==> config.mk <==
export PLATFORM = sky130hd
export DESIGN_NAME = regfile_write_buffer
export DESIGN_NICKNAME = d
export VERILOG_FILES = /design/src/rtl/mips_pkg.sv /design/src/rtl/wb_sync_fifo.sv /design/src/rtl/regfile_write_buffer.sv
export SDC_FILE = /design/constraint.sdc
export NUM_CORES = 1
export LEC_CHECK = 0
export BUFFER_PORTS_ARGS = -buffer_cell sky130_fd_sc_hd__clkbuf_2
export CELL_PAD_IN_SITES_DETAIL_PLACEMENT = 1
export CELL_PAD_IN_SITES_GLOBAL_PLACEMENT = 1
export CORE_ASPECT_RATIO = 0.9
export CORE_MARGIN = 5
export CORE_UTILIZATION = 50
export DETAILED_ROUTE_END_ITERATION = 6
export PLACE_DENSITY = 0.9
export SETUP_SLACK_MARGIN = 0.05
export SYNTH_ARGS = -nofsm -noshare
export SYNTH_HDL_FRONTEND = slang
export SYNTH_SLANG_ARGS = --single-unit
==> constraint.sdc <==
create_clock -name clk -period 9.25 [get_ports clk]
set_clock_uncertainty 0.1 [all_clocks]
set_input_delay 0.925 -clock clk [delete_from_list [all_inputs] [get_ports clk]]
set_output_delay 0.925 -clock clk [all_outputs]
set_load 0.005 [all_outputs]
==> src/rtl/mips_pkg.sv <==
// Shared register-file constants and the writeback entry record.
package mips_pkg;
   localparam int REG_ADDR_W = 5;
   localparam int DATA_W     = 32;
   localparam logic [REG_ADDR_W-1:0] REG_ZERO = 5'd0;

   typedef struct packed {
      logic [REG_ADDR_W-1:0] rd;
      logic [DATA_W-1:0]     data;
   } wb_entry_t;
endpackage

==> src/rtl/wb_sync_fifo.sv <==
// Circular writeback queue: up to two pushes (push0 older) and one pop per cycle.
// Entries are exported in age order, index 0 = head (oldest).
module wb_sync_fifo #(
   parameter int DEPTH  = 4,
   parameter int ADDR_W = 5,
   parameter int DATA_W = 32,
   parameter int PTR_W  = $clog2(DEPTH),
   parameter int CNT_W  = $clog2(DEPTH) + 1
) (
   input  logic              clk,
   input  logic              rst,
   input  logic              push0_i,
   input  logic [ADDR_W-1:0] push0_rd_i,
   input  logic [DATA_W-1:0] push0_data_i,
   input  logic              push1_i,
   input  logic [ADDR_W-1:0] push1_rd_i,
   input  logic [DATA_W-1:0] push1_data_i,
   input  logic              pop_i,
   output logic [CNT_W-1:0]  count_o,
   output logic [DEPTH-1:0]  ent_valid_o,
   output logic [ADDR_W-1:0] ent_rd_o   [DEPTH],
   output logic [DATA_W-1:0] ent_data_o [DEPTH]
);
   logic [ADDR_W-1:0] rd_mem_q   [DEPTH];
   logic [DATA_W-1:0] data_mem_q [DEPTH];
   logic [PTR_W-1:0]  rd_ptr_q;
   logic [CNT_W-1:0]  count_q;
   logic [PTR_W-1:0]  wr0;
   logic [PTR_W-1:0]  wr1;

   // Write pointer derives from head + count; power-of-two depth wraps for free.
   assign wr0 = rd_ptr_q + count_q[PTR_W-1:0];
   assign wr1 = push0_i ? wr0 + PTR_W'(1) : wr0;

   always_ff @(posedge clk) begin
      if (rst) begin
         rd_ptr_q <= '0;
         count_q  <= '0;
      end else begin
         if (push0_i) begin
            rd_mem_q[wr0]   <= push0_rd_i;
            data_mem_q[wr0] <= push0_data_i;
         end
         if (push1_i) begin
            rd_mem_q[wr1]   <= push1_rd_i;
            data_mem_q[wr1] <= push1_data_i;
         end
         rd_ptr_q <= rd_ptr_q + PTR_W'(pop_i);
         count_q  <= count_q + CNT_W'(push0_i) + CNT_W'(push1_i) - CNT_W'(pop_i);
      end
   end

   assign count_o = count_q;

   for (genvar k = 0; k < DEPTH; k++) begin : g_ent
      logic [PTR_W-1:0] idx;
      assign idx            = rd_ptr_q + PTR_W'(k);
      assign ent_valid_o[k] = CNT_W'(k) < count_q;
      assign ent_rd_o[k]    = rd_mem_q[idx];
      assign ent_data_o[k]  = data_mem_q[idx];
   end
endmodule

==> src/rtl/regfile_write_buffer.sv <==
// Register file write buffer: accepts ALU/load writebacks, drains one per cycle
// through a registered output stage, and offers a youngest-wins bypass lookup.
module regfile_write_buffer #(
   parameter int DEPTH  = 4,
   parameter int DATA_W = mips_pkg::DATA_W,
   parameter int ADDR_W = mips_pkg::REG_ADDR_W,
   parameter int CNT_W  = $clog2(DEPTH) + 1
) (
   input  logic              clk,
   input  logic              rst,
   input  logic              alu_valid,
   input  logic [ADDR_W-1:0] alu_rd,
   input  logic [DATA_W-1:0] alu_data,
   output logic              alu_ready,
   input  logic              mem_valid,
   input  logic [ADDR_W-1:0] mem_rd,
   input  logic [DATA_W-1:0] mem_data,
   output logic              mem_ready,
   output logic              rf_we,
   output logic [ADDR_W-1:0] rf_waddr,
   output logic [DATA_W-1:0] rf_wdata,
   input  logic [ADDR_W-1:0] lk_addr1,
   input  logic [ADDR_W-1:0] lk_addr2,
   output logic              lk_hit1,
   output logic              lk_hit2,
   output logic [DATA_W-1:0] lk_data1,
   output logic [DATA_W-1:0] lk_data2,
   output logic [CNT_W-1:0]  count,
   output logic              empty,
   output logic              full
);
   localparam logic [ADDR_W-1:0] ZERO_RD = ADDR_W'(mips_pkg::REG_ZERO);

   logic [CNT_W-1:0]  count_q;
   logic [CNT_W-1:0]  free;
   logic [DEPTH-1:0]  ent_valid;
   logic [ADDR_W-1:0] ent_rd   [DEPTH];
   logic [DATA_W-1:0] ent_data [DEPTH];
   logic              push_mem;
   logic              push_alu;
   logic              pop;
   logic              rf_we_q;
   logic [ADDR_W-1:0] rf_waddr_q;
   logic [DATA_W-1:0] rf_wdata_q;

   // Readiness uses the pre-update count only; a same-cycle pop gives no credit.
   assign free      = CNT_W'(DEPTH) - count_q;
   assign mem_ready = free >= CNT_W'(1);
   assign alu_ready = free >= (mem_valid ? CNT_W'(2) : CNT_W'(1));

   // Writes to the zero register are acknowledged but dropped.
   assign push_mem = mem_valid && mem_ready && (mem_rd != ZERO_RD);
   assign push_alu = alu_valid && alu_ready && (alu_rd != ZERO_RD);
   assign pop      = count_q != '0;

   wb_sync_fifo #(
      .DEPTH (DEPTH),
      .ADDR_W(ADDR_W),
      .DATA_W(DATA_W)
   ) u_fifo (
      .clk         (clk),
      .rst         (rst),
      .push0_i     (push_mem),
      .push0_rd_i  (mem_rd),
      .push0_data_i(mem_data),
      .push1_i     (push_alu),
      .push1_rd_i  (alu_rd),
      .push1_data_i(alu_data),
      .pop_i       (pop),
      .count_o     (count_q),
      .ent_valid_o (ent_valid),
      .ent_rd_o    (ent_rd),
      .ent_data_o  (ent_data)
   );

   always_ff @(posedge clk) begin
      if (rst) begin
         rf_we_q    <= 1'b0;
         rf_waddr_q <= '0;
         rf_wdata_q <= '0;
      end else begin
         rf_we_q <= pop;
         if (pop) begin
            rf_waddr_q <= ent_rd[0];
            rf_wdata_q <= ent_data[0];
         end
      end
   end

   assign rf_we    = rf_we_q;
   assign rf_waddr = rf_waddr_q;
   assign rf_wdata = rf_wdata_q;
   assign count    = count_q;
   assign empty    = count_q == '0;
   assign full     = count_q == CNT_W'(DEPTH);

   logic [ADDR_W-1:0] lk_addr_a [2];
   logic              lk_hit_a  [2];
   logic [DATA_W-1:0] lk_data_a [2];

   assign lk_addr_a[0] = lk_addr1;
   assign lk_addr_a[1] = lk_addr2;

   // Output stage is oldest, then queue oldest to youngest; later matches override.
   always_comb begin
      for (int p = 0; p < 2; p++) begin
         lk_hit_a[p]  = 1'b0;
         lk_data_a[p] = '0;
         if (lk_addr_a[p] != ZERO_RD) begin
            if (rf_we_q && (rf_waddr_q == lk_addr_a[p])) begin
               lk_hit_a[p]  = 1'b1;
               lk_data_a[p] = rf_wdata_q;
            end
            for (int k = 0; k < DEPTH; k++) begin
               if (ent_valid[k] && (ent_rd[k] == lk_addr_a[p])) begin
                  lk_hit_a[p]  = 1'b1;
                  lk_data_a[p] = ent_data[k];
               end
            end
         end
      end
   end

   assign lk_hit1  = lk_hit_a[0];
   assign lk_hit2  = lk_hit_a[1];
   assign lk_data1 = lk_data_a[0];
   assign lk_data2 = lk_data_a[1];
endmodule

After elaboration in Yosys (flattened, before gate mapping)
Memories as Yosys holds them, arrays and structs flattened. A register that Yosys moved wholly into a read port is not among the register bits.
Cells that the tools add are included.
{"block": "word_totals", "memories": 2, "ram_bits": 148, "out_inout_bits": 111, "inputBits": 88, "regBits": 43, "wordCells": 88}
{"memory": "u_fifo.data_mem_q", "depth": 4, "word_bits": 32, "read_ports": 4, "rd_ports_with_merged_regs": 1, "write_ports": 2, "line": "wb_sync_fifo.sv:25", "rtl": "logic [DATA_W-1:0] data_mem_q [DEPTH];"}
{"memory": "u_fifo.rd_mem_q", "depth": 4, "word_bits": 5, "read_ports": 4, "rd_ports_with_merged_regs": 1, "write_ports": 2, "line": "wb_sync_fifo.sv:24", "rtl": "logic [ADDR_W-1:0] rd_mem_q [DEPTH];"}
{"block": "op_classes", "n_reduce_logical": 20, "add_sub_neg": 10, "n_lt_le_gt_ge": 6, "n_eq_ne": 11, "n_mux": 34}
{"op": "$mux W32", "n": 12}
{"op": "$eq A5 B5 Y1", "n": 10}
{"op": "$reduce_bool A5 Y1", "n": 4}
{"op": "$mux W1", "n": 18}
{"op": "$logic_and A1 B1 Y1", "n": 14}
{"op": "$mux W2", "n": 4}
{"op": "$add A3 B1 Y3", "n": 2}
{"op": "$lt A1 B3 Y1 const A", "n": 2}
{"op": "$lt A2 B3 Y1 const A", "n": 2}
{"op": "$add A2 B1 Y2 const B", "n": 2}
{"op": "$add A2 B2 Y2 const B", "n": 2}
{"op": "$eq A3 B3 Y1 const B", "n": 1}
{"op": "$ge A3 B1 Y1 const B", "n": 1}
{"op": "$ge A3 B2 Y1", "n": 1}
{"op": "$logic_not A3 Y1", "n": 1}
{"op": "$reduce_bool A3 Y1", "n": 1}
{"op": "$sub A3 B1 Y3", "n": 1}
{"op": "$sub A3 B3 Y3 const A", "n": 1}
{"op": "$add A2 B1 Y2", "n": 1}
{"op": "$add A2 B2 Y2", "n": 1}

Logic depth before layout (Yosys ltp)
Gate-level depths: netlist of the first run.
{"block": "depth", "word_depth": 8, "mapped_depth": 12, "depth_no_buf": 12}

Modules after synthesis
A second synthesis of the first run with hierarchy kept.
{"block": "unflattened", "hier_cells": 1429, "hier_area_um2": 16568.4}
{"mod": "wb_sync_fifo", "seq_area_each_um2": 4544.4, "area_per_inst_um2": 10636.5, "instances": 1, "cells_each": 548}
{"mod": "regfile_write_buffer", "seq_area_each_um2": 760.7, "area_per_inst_um2": 5931.9, "instances": 1, "cells_each": 881}

Worst setup path before layout of the first run
OpenSTA, ideal clock, no wires.
{"block": "synth_path", "kind": "input -> register", "from": "input mem_rd[1]", "to": "memory u_fifo.data_mem_q[0][0], enable pin", "arrival_time_ns": 3.399, "setup_slack_ns": 5.356, "t_required_ns": 8.755, "path_buffers": 2, "setup_ns": 0.395, "path_stages": 8, "cell_sequence": "or4_1 o211ai_1 inv_2 nor3_1 o21ai_1 buf_2 buf_2 nand2_1"}
{"item": "from (decl)", "line": "regfile_write_buffer.sv:16", "rtl": "input logic [ADDR_W-1:0] mem_rd,"}
{"item": "to (decl)", "line": "wb_sync_fifo.sv:25"}

Worst setup path after layout of the first run
{"block": "layout_path", "from": "register u_fifo.rd_ptr_q[1]", "to": "output lk_data1[27]"}
{"block": "layout_via", "elab_chain_cells": 8, "elab_cells_between_ends": 15, "classes_between": "add/sub (3); eq/ne (3); mux (4); reduce/logical (3); memory (2)"}
{"item": "from (decl)", "line": "wb_sync_fifo.sv:26", "rtl": "logic [PTR_W-1:0] rd_ptr_q;"}
{"item": "from (signal assigned)", "line": "wb_sync_fifo.sv:48", "rtl": "rd_ptr_q <= rd_ptr_q + PTR_W'(pop_i);"}
{"item": "$add A2 B1 Y2", "line": "wb_sync_fifo.sv:57", "rtl": "assign idx = rd_ptr_q + PTR_W'(k);"}
{"item": "$mem_v2 Z4 W5"}
{"item": "$eq A5 B5 Y1", "line": "regfile_write_buffer.sv:115", "rtl": "if (ent_valid[k] && (ent_rd[k] == lk_addr_a[p])) begin"}
{"item": "$logic_and A1 B1 Y1", "line": "regfile_write_buffer.sv:115"}
{"item": "$mux W32 (2 in a row)", "line": "regfile_write_buffer.sv:115"}
{"item": "$mux W32 (*)", "line": "regfile_write_buffer.sv:115"}
{"item": "$mux W32 (*)", "line": "regfile_write_buffer.sv:109", "rtl": "if (lk_addr_a[p] != ZERO_RD) begin"}
{"item": "to (decl)", "line": "regfile_write_buffer.sv:26", "rtl": "output logic [DATA_W-1:0] lk_data1,"}
Mark *: on every way between the ends. The rest lies on a longest branch, timed or not.

==> results.json, run 1 <==
{
  "cts_tree": "built",
  "hold_buffers": 0,
  "status": "complete, but fails checks",
  "worst-endpoint-arrival_ns": 4.64,
  "gr-usage-met1_pct": 39.3,
  "cts_resized": 0,
  "rows": 59,
  "synth.avg_cell_area_um2": 10.2,
  "avgViaCountPerCell": 7.04,
  "dieArea_um2": 32500,
  "start_util_pct": 50.4,
  "finalMaxSlewViolations": 0,
  "synth_edf_count": 148,
  "synth_xor_area_share_pct": 3.39,
  "setup_viol": 0,
  "max_freq_mhz": 176,
  "drc": 0,
  "utilization_pct": 56.4,
  "nets": 1635,
  "die_w_um": 189,
  "first_iter_violations": 1683,
  "synth-main-ff-cell": "edfxtp_1",
  "end_kind": "output pin",
  "core_um2": 28700,
  "port_buffers": 198,
  "antenna_found_initial": 3,
  "synthAdderAreaFrac_pct": 1.57,
  "synth.area.mux_share_pct": 27.4,
  "critical_path_class": "flip-flop to output pin",
  "critPathLaunchType": "flip-flop",
  "synth_top_family_by_area": "multiplexers",
  "dpl.hpwl_um": 34100,
  "hold_viol_final": 0,
  "grt_max_degree": 105,
  "cts_buffers": 17,
  "drt_wl_total_um": 54700,
  "worstMarginPinSlew_ns": 1.46,
  "path_max_fanout": 58,
  "cp_slowest_stage_delay_ns": 1.13,
  "hold_class": "flip-flop to flip-flop",
  "peakVddDrop_uv": 168,
  "r2r_end": "u_fifo.data_mem_q[3][6]",
  "path_depth": 8,
  "ys_ff_latch": 191,
  "rsz0062_at_grt": "no",
  "synthTopCellsByArea": "edfxtp_1 (31%), mux2_2 (14%), mux4_2 (7.9%), dfxtp_1 (5.9%), nand2_1 (5.9%)",
  "route.vias.total": 13400,
  "max_cap_violations": 1,
  "reg2reg_slack_ns": 4.76,
  "worstHoldStart": "rf_wdata[20]",
  "clock_latency_ns": 0.47,
  "period_share_pct": 61.3,
  "startpoint": "u_fifo.rd_ptr_q[1]",
  "syn_inst": 1420,
  "clock-root-buffer": "clkbuf_16",
  "violations": "max-capacitance violations",
  "rr_worst_depth": 12,
  "cp_data_required_time_ns": 8.23,
  "ant_nets": 0,
  "place.gp.congestion": 0.884,
  "drive_above_1_share_pct": 32.9,
  "grt_pass1_wl_um": 81400,
  "hold_slack_ns": 0.408,
  "tns_ns": 0,
  "met2_usage_pct": 55.5,
  "yosysSeqAreaShare_pct": 36.6,
  "slew_headroom_pct": 1.68,
  "powerDensity_nw_per_um2": 337,
  "htreeDepth": 4,
  "whs_path_depth": 2,
  "timing.rr.start": "u_fifo.count_o[0]",
  "yosysTopAreaCell": "edfxtp_1",
  "yosysMostFrequentCell": "nand2_1",
  "fin_crit_ns": 5.67,
  "grt-ovfl-total": 0,
  "synthTopCellsByCount": "nand2_1 (227), mux2_2 (178), edfxtp_1 (148)",
  "syn_nets": 1525,
  "cpLargestDelayFamily": "simple AND/OR/NAND/NOR gates",
  "grt_pass1_vias": 14100,
  "postCtsSetupRepairBufs": 0,
  "cp_num_buf_inv": 2,
  "syn_area_um2": 14500,
  "cts.clk_slew.worst_paths_ns": 0.08,
  "grt_util_met3_pct": 6.13,
  "p_leak_uw": 0.00593,
  "io_pins": 199,
  "wl_per_cell_um": 28.6,
  "busiest_layer": "met2",
  "track_usage_pct": 32.4,
  "clockBufferDepth": 2,
  "clkSinkCount": 191,
  "yosysUniqueCellTypes": 50,
  "synth_compound_area_share_pct": 15.9,
  "synthArstFlopShare_pct": 0,
  "area_delta_synth_final_pct": 11.8,
  "synth_top_area_share_pct": 30.7,
  "hold_end": "rf_wdata[20]",
  "fp.dieH_um": 171,
  "firstDrtPassIters": 7,
  "yosys_warnings": 0,
  "crit_slowest_cell": "or4_1",
  "synth-simple-area-share_pct": 10.2,
  "worstPathCellList": "buf_4 > mux4_2 > xnor2_1 > nand4_1 > or4_1 > o22ai_1 > a31o_1 > clkbuf_2"
}
## stage by stage
stage | cells | instance area, um2 | power (uW) | setup slack (ns)
floorplan | 1420 | 14500 | 3570 | 5.36
global placement | 1877 | 15600 | 4340 | 4.20
detailed placement | 1877 | 15600 | 4530 | 4.12
CTS | 1909 | 16200 | 5370 | 3.55
global route | 1910 | 16200 | 5700 | 3.48
finish | 1910 | 16200 | 5460 | 3.58
## state kept, by name, indices dropped and copies added (netlist names)
register	count
u_fifo.rd_mem_q	20
u_fifo.data_mem_q	128
u_fifo.rd_ptr_q	2
u_fifo.count_o	3
rf_we	1
rf_wdata	32
rf_waddr	5
## cell usage in the layout (no fill, tap or decap), types with 4 or more instances in the layout
master,count
nor2_1,91
clkbuf_2,198
mux2_1,19
edfxtp_1,148
buf_4,25
mux2_2,178
and2_1,4
a221o_1,48
o21ai_0,51
nand3_1,6
clkbuf_16,17
nand4_1,5
dfxtp_1,41
nand2_1,220
a221oi_1,16
inv_1,19
nand2_2,7
a31o_1,48
mux2i_1,60
xnor2_1,41
mux4_2,51
nor3_1,6
ha_1,13
a21oi_1,86
o221ai_1,8
or4_1,4
a22oi_1,8
o21ai_1,8
xor2_1,15
o22ai_1,48
nor4_1,7
clkinv_4,4
## routing by layer
layer	share of wire (%)	vias to the layer above
met5	0.037	-
met4	4.6	2
met3	9.9	181
met2	49	958
met1	37	6711
li1	-	5595
## tightest hold or removal path: cells and delay by family (launching register included)
kind               cells  cell delay, ns
DFF                    1            0.34
AOI/OAI and AO/OA      1            0.05
and+or+nand+nor        1            0.07
## where the power goes
| part | switching, uW | internal [uW] | leakage, uW | total, uW |
|---|---|---|---|---|
| sequential | 328 | 1300 | 0.00171 | 1630 |
| clock | 375 | 438 | 0.000297 | 814 |
| combinational | 1820 | 1190 | 0.00392 | 3020 |
| total | 2530 | 2930 | 0.00593 | 5460 |
## cell type report
type	count	area, um2
clock inverter	14	181
timing repair buffer	223	1180
antenna	1	2.50
fill	3157	12500
tap	366	458
sequential	191	5310
multi-input combinational	1076	8540
clock buffer	18	439
inverter	21	78.8
## worst max path at each step
stage / to / slack (ns)
final: lk_data1[27] / 3.58
after global routing: lk_data1[30] / 3.48
after CTS: lk_data1[30] / 3.55
after detailed placement: lk_data1[30] / 4.12
after global placement: lk_data1[30] / 4.20
after floorplan: u_fifo.data_mem_q[0][0] / 5.36
## cells by family after synthesis
kind of cell               Yosys count
and+or+nand+nor                    363
AOI/OAI and AO/OA                  332
muxes                              308
DFF                                191
buffers and inverters              153
xor gates and xnor gates            56
adders and majority gates           17
(Power assumes the default switching activity.)
==> run 2, diff against run 1 <==
--- a/config.mk
+++ b/config.mk
@@ -10,9 +10,9 @@
 export CELL_PAD_IN_SITES_GLOBAL_PLACEMENT = 1
 export CORE_ASPECT_RATIO = 0.9
 export CORE_MARGIN = 5
-export CORE_UTILIZATION = 50
+export CORE_UTILIZATION = 42
 export DETAILED_ROUTE_END_ITERATION = 6
-export PLACE_DENSITY = 0.9
+export PLACE_DENSITY = 0.81
 export SETUP_SLACK_MARGIN = 0.05
 export SYNTH_ARGS = -nofsm -noshare
 export SYNTH_HDL_FRONTEND = slang
==> constraint.sdc (replaced) <==
create_clock -name clk -period 5 [get_ports clk]
set_clock_uncertainty 0.1 [all_clocks]
set_input_delay 0.5 -clock clk [delete_from_list [all_inputs] [get_ports clk]]
set_output_delay 0.5 -clock clk [all_outputs]
set_load 0.005 [all_outputs]
==> run 2 against run 1 <==
  * The flow now finishes without violations
  * Sequential share of layout area is 0.45 points lower
  * Clock-buffer cell count is 1 lower
  * Register-to-register slack worse by 4.1 ns
  * Core utilization is 8.2 points lower
  * Via count is 1.7% lower
  * Cell count is 5.9% higher
  * Routed wire length is 5.4% higher
  * Combinational power is 86% higher
  * Critical path type unchanged
  * Largest cell class unchanged
  * Highest routed layer unchanged
==> results.json, run 2 (synthesized netlist as in run 1, its figures left out) <==
{
  "route.vias.total": 13200,
  "regArea_um2": 5310,
  "path_max_fanout": 48,
  "dpl.hpwl_um": 38200,
  "slew_headroom_pct": 37.1,
  "clkSinkCount": 191,
  "fillers": 3791,
  "clock_latency_ns": 0.45,
  "io_pins": 199,
  "firstDrtPassIters": 5,
  "hold_buffers": 0,
  "whs_path_depth": 2,
  "cp_data_required_time_ns": 4.40,
  "worst-endpoint-arrival_ns": 4.25,
  "end_kind": "output pin",
  "critical_path_class": "flip-flop to output pin",
  "switching_share_pct": 46.5,
  "cts_tree": "built",
  "track_usage_pct": 29.5,
  "fin_crit_ns": 4.85,
  "fp.dieH_um": 186,
  "drt_wl_total_um": 57600,
  "drive_above_1_share_pct": 33.7,
  "p_seq_share_pct": 29.6,
  "core_um2": 34000,
  "utilization_pct": 48.2,
  "tns_ns": 0,
  "grt_max_degree": 73,
  "multi_input_area_um2": 8550,
  "ant_nets": 0,
  "die_w_um": 206,
  "rows": 64,
  "drc": 0,
  "port_buffers": 198,
  "intPower_uw": 5350,
  "hold_viol_final": 0,
  "start_util_pct": 42.6,
  "place.gp.congestion": 0.927,
  "first_iter_violations": 1569,
  "area_delta_synth_final_pct": 13.4,
  "status": "finished, final reports clean",
  "clockBufferDepth": 2,
  "htreeDepth": 4,
  "final_common_cell": "nand2_1",
  "startpoint": "u_fifo.rd_ptr_q[1]",
  "finalMaxSlewViolations": 0,
  "final_cell_mix": "nand2_1 (220), clkbuf_2 (198), mux2_2 (178)",
  "grt-ovfl-total": 0,
  "avgViaCountPerCell": 6.54,
  "combinationalPowerShare_pct": 56.0,
  "cts_buffers": 17,
  "wl_per_cell_um": 28.5,
  "powerDensity_nw_per_um2": 609,
  "setup_viol": 0,
  "clock-root-buffer": "clkbuf_16",
  "rr_worst_depth": 10,
  "critPathLaunchType": "flip-flop",
  "largest_register": "u_fifo.data_mem_q",
  "nets": 1649,
  "hold_class": "input pin to flip-flop",
  "rsz0062_at_grt": "no",
  "power_switching_uw": 4650,
  "peakVddDrop_uv": 322,
  "timing.rr.start": "u_fifo.count_o[0]",
  "worstHoldStart": "alu_data[22]",
  "antenna_found_initial": 3,
  "largest_reg_flops": 128,
  "power.clock.fraction_pct": 14.4,
  "period_share_pct": 97.1,
  "grt_pass1_vias": 13900,
  "cts.clk_slew.worst_paths_ns": 0.08,
  "worstMarginPinSlew_ns": 0.940,
  "max_freq_mhz": 206,
  "grt_pass1_wl_um": 85800,
  "p_leak_uw": 0.00598,
  "max_cap_violations": 0,
  "dieArea_um2": 38300
}
[run 2: stage by stage]
step | hold slack, ns | total power [uW] | area (um2) | worst slack, ns | instances
4_1_cts | 0.272 | 9910 | 16400 | 0.113 | 2019
3_5_place_dp | 0.395 | 8410 | 15800 | 0.433 | 1987
2_1_floorplan | 0.382 | 6600 | 14500 | 1.18 | 1420
3_3_place_gp | 0.379 | 8140 | 15800 | 0.687 | 1987
6_report | 0.285 | 10000 | 16400 | 0.146 | 2022
5_1_grt | 0.278 | 10500 | 16400 | 0.0779 | 2021
[run 2: final timing paths]
check	slack [ns]	endpoint
hold reg to reg	0.40	rf_wdata[1]
setup / recovery	0.15	lk_data1[26]
hold / removal	0.28	u_fifo.data_mem_q[0][22]
setup reg to reg	0.61	u_fifo.data_mem_q[0][25]
[run 2: layer usage]
layer	GRT usage [%]	up-vias	part of all wire, %	wire, um
met2	48.8	808	47	27300
met1	37.7	6611	39	22300
met5	0	-	0.023	13
met3	6.59	152	9.6	5530
met4	12.7	2	4.4	2520
li1	-	5649	-	-
[run 2: what timing repair did]
| item | in CTS | in global routing |
|---|---|---|
| resized for setup | 0 | 1 |
| buffers inserted | 0 | 0 |
| setup endpoints to repair | 0 | 25 |
[run 2: area by class of cell]
class,instances,share of cell area [%]
multi-input combinational,1076,52.1
antenna,3,0.0457
clock buffer,17,2.59
timing repair buffer,237,7.99
clock inverter,15,0.922
tap,462,3.52
sequential,191,32.4
inverter,21,0.488
[run 2: power groups by stage]
stage               Clock [uW]  Combinational [uW]  Sequential [uW]
floorplan                    0                3880             2720
global placement             0                5240             2900
detailed placement           0                5450             2960
CTS                       1450                5530             2940
global route              1510                5990             3020
finish                    1440                5610             2960
[run 2: critical path, stage by stage (launching register included)]
cell and delay [ns]:
dfxtp_4 0.84, mux4_2 0.63, xnor2_1 0.22, nand4_1 0.24
nor2_1 0.41, or4_1 0.57, buf_4 0.32, o22ai_1 0.17
a31o_1 0.24, clkbuf_2 0.11
==> run 3, diff against run 2 <==
--- a/config.mk
+++ b/config.mk
@@ -10,10 +10,12 @@
 export CELL_PAD_IN_SITES_GLOBAL_PLACEMENT = 1
 export CORE_ASPECT_RATIO = 0.9
 export CORE_MARGIN = 5
-export CORE_UTILIZATION = 42
+export CORE_UTILIZATION = 48
 export DETAILED_ROUTE_END_ITERATION = 6
-export PLACE_DENSITY = 0.81
+export PLACE_DENSITY = 0.85
+export REMOVE_ABC_BUFFERS = 1
 export SETUP_SLACK_MARGIN = 0.05
 export SYNTH_ARGS = -nofsm -noshare
 export SYNTH_HDL_FRONTEND = slang
+export SYNTH_HIERARCHICAL = 1
 export SYNTH_SLANG_ARGS = --single-unit
==> constraint.sdc (replaced) <==
create_clock -name clk -period 4.9 [get_ports clk]
set_clock_uncertainty 0.1 [all_clocks]
set_input_delay 0.49 -clock clk [delete_from_list [all_inputs] [get_ports clk]]
set_output_delay 0.49 -clock clk [all_outputs]
set_load 0.005 [all_outputs]
==> run 3 against run 2 <==
  * Power increased by 14%
  * Area after synthesis grew 14%
  * Global-route usage up 1.1 points
==> results.json, run 3 <==
{
  "first_iter_violations": 1375,
  "worst-endpoint-arrival_ns": 4.09,
  "drc": 0,
  "synthTopCellsByArea": "edfxtp_1 (27%), mux4_2 (20%), mux2_4 (8.9%), dfxtp_1 (5.2%), nand3_1 (3.8%)",
  "setup_viol": 0,
  "synth-simple-area-share_pct": 10.7,
  "fin_crit_ns": 4.68,
  "antenna_found_initial": 2,
  "hold_class": "input pin to flip-flop",
  "synth_xor_area_share_pct": 3.00,
  "clkSinkCount": 191,
  "synth.avg_cell_area_um2": 11.6,
  "core_um2": 34000,
  "area_delta_synth_final_pct": 10.5,
  "grt_pass1_vias": 15000,
  "diodes": 0,
  "hold_slack_ns": 0.270,
  "powerDensity_nw_per_um2": 626,
  "hold_viol_final": 0,
  "nets": 1623,
  "end_kind": "output pin",
  "utilization_pct": 53.8,
  "synth-main-ff-cell": "edfxtp_1",
  "largest_register": "u_fifo/data_mem_q",
  "avgViaCountPerCell": 7.12,
  "grt-ovfl-total": 0,
  "final_cell_mix": "clkbuf_2 (198), mux4_2 (148), edfxtp_1 (148)",
  "finalMaxSlewViolations": 0,
  "yosys_warnings": 6,
  "die_w_um": 206,
  "final_common_cell": "clkbuf_2",
  "cp_data_required_time_ns": 4.31,
  "cts_tree": "built",
  "clock_latency_ns": 0.47,
  "status": "finished, final reports clean",
  "yosysUniqueCellTypes": 56,
  "port_buffers": 198,
  "firstDrtPassIters": 5,
  "dieArea_um2": 38300,
  "max_cap_violations": 0,
  "max_freq_mhz": 214,
  "largest_reg_flops": 128,
  "io_pins": 199,
  "period_share_pct": 95.5,
  "peakVddDrop_uv": 373,
  "critical_path_class": "flip-flop to output pin",
  "p_leak_uw": 0.00671,
  "cts.clk_slew.worst_paths_ns": 0.07,
  "synthArstFlopShare_pct": 0,
  "drt_wl_total_um": 59900,
  "synth_top_area_share_pct": 26.8,
  "synth_edf_count": 148,
  "syn_area_um2": 16600,
  "synthAdderAreaFrac_pct": 1.22,
  "ant_nets": 0,
  "dp.cells": 1963,
  "clockBufferDepth": 2,
  "fp.dieH_um": 186,
  "start_util_pct": 48.7,
  "postCtsSetupRepairBufs": 0,
  "dpl.hpwl_um": 39000,
  "slew_headroom_pct": 13.5,
  "fin_cells": 1995,
  "syn_inst": 1429,
  "yosysTopAreaCell": "edfxtp_1",
  "htreeDepth": 4,
  "drive_above_1_share_pct": 39.1,
  "wl_per_cell_um": 30.0,
  "track_usage_pct": 30.6,
  "worstMarginPinSlew_ns": 1.30,
  "synth_top_family_by_area": "multiplexers",
  "place_ws_ns": 0.751,
  "rsz0062_at_grt": "no",
  "synthTopCellsByCount": "edfxtp_1 (148), mux4_2 (148), nand3_1 (126)",
  "yosysSeqAreaShare_pct": 32.0,
  "place.gp.congestion": 0.875,
  "path_max_fanout": 32,
  "cts_buffers": 17,
  "hold_buffers": 0,
  "synth.area.mux_share_pct": 34.8,
  "critPathLaunchType": "flip-flop",
  "synth_compound_area_share_pct": 11.7,
  "grt_pass1_wl_um": 89800,
  "clock-root-buffer": "clkbuf_16",
  "cts_resized": 0,
  "route.vias.total": 14200,
  "ys_ff_latch": 191,
  "rows": 64,
  "grt_max_degree": 88,
  "layout_setup_ws_ns": 0.219
}
-- run 3: cell types whose count changed in the layout (fill, tap and decap cells not counted), moves of 62 or more --
cell / previous run / this run
nand2_1: 220 / 70
o311ai_1: 0 / 62
a211oi_1: 0 / 63
a21oi_1: 86 / 5
nand3_1: 6 / 122
a31oi_1: 0 / 62
mux4_2: 51 / 148
mux2_4: 0 / 98
and3_1: 1 / 64
mux2_2: 178 / 42
-- run 3: critical path, stage by stage, from the launching register on --
cell and delay (ns):
dfxtp_4 0.52, buf_4 0.42, mux4_2 0.61, xor2_1 0.17, nor4_1 0.40, nand3_2 0.50
buf_4 0.43, a31oi_1 0.36, clkbuf_2 0.19
-- run 3: cells by family after synthesis --
logic type                 after synthesis
and+or+nand+nor                        343
muxes                                  334
AOI/OAI and AO/OA                      274
buffers and inverters                  217
DFF                                    191
xor gates and xnor gates                55
adders and majority gates               15
-- run 3: worst paths after layout --
check / depth (start not counted) / startpoint / slack (ns) / end
worst max-delay path: 8 / u_fifo/rd_ptr_q[1] / 0.22 / lk_data1[4]
worst min-delay path: 2 / mem_data[6] / 0.27 / u_fifo/data_mem_q[0][6]
worst max register to register: 9 / u_fifo/count_o[0] / 0.88 / u_fifo/data_mem_q[1][13]
worst min register to register: 2 / rf_wdata[30] / 0.47 / rf_wdata[30]
-- run 3: layout make-up --
type / instances / area [um2]
flip-flops and latches: 191 / 5310
clock buffers: 18 / 429
multi-input cells: 1021 / 10300
inverters: 46 / 173
repair buffers: 243 / 1390
well taps: 462 / 578
fillers: 3566 / 15700
clock inverters: 14 / 158
-- run 3: where the power goes --
group          internal, uW  switching [uW]
clock                   761             694
sequential             2470             669
combinational          2940            3920
total                  6170            5290
-- run 3: stage by stage --
step | area (um2) | TNS, ns | power (uW)
CTS | 18300 | 0 | 11300
finish | 18300 | 0 | 11500
floorplan | 15600 | -1922.45 | 7790
detailed placement | 17700 | 0 | 9860
global placement | 17700 | 0 | 9470
global route | 18300 | 0 | 11900
-- run 3: routing by layer --
metal | track usage (%) | share of wire (%)
met5 | 0 | 0.038
met4 | 14.8 | 4.8
met3 | 6.07 | 9.7
met2 | 52.2 | 49
met1 | 37.6 | 36
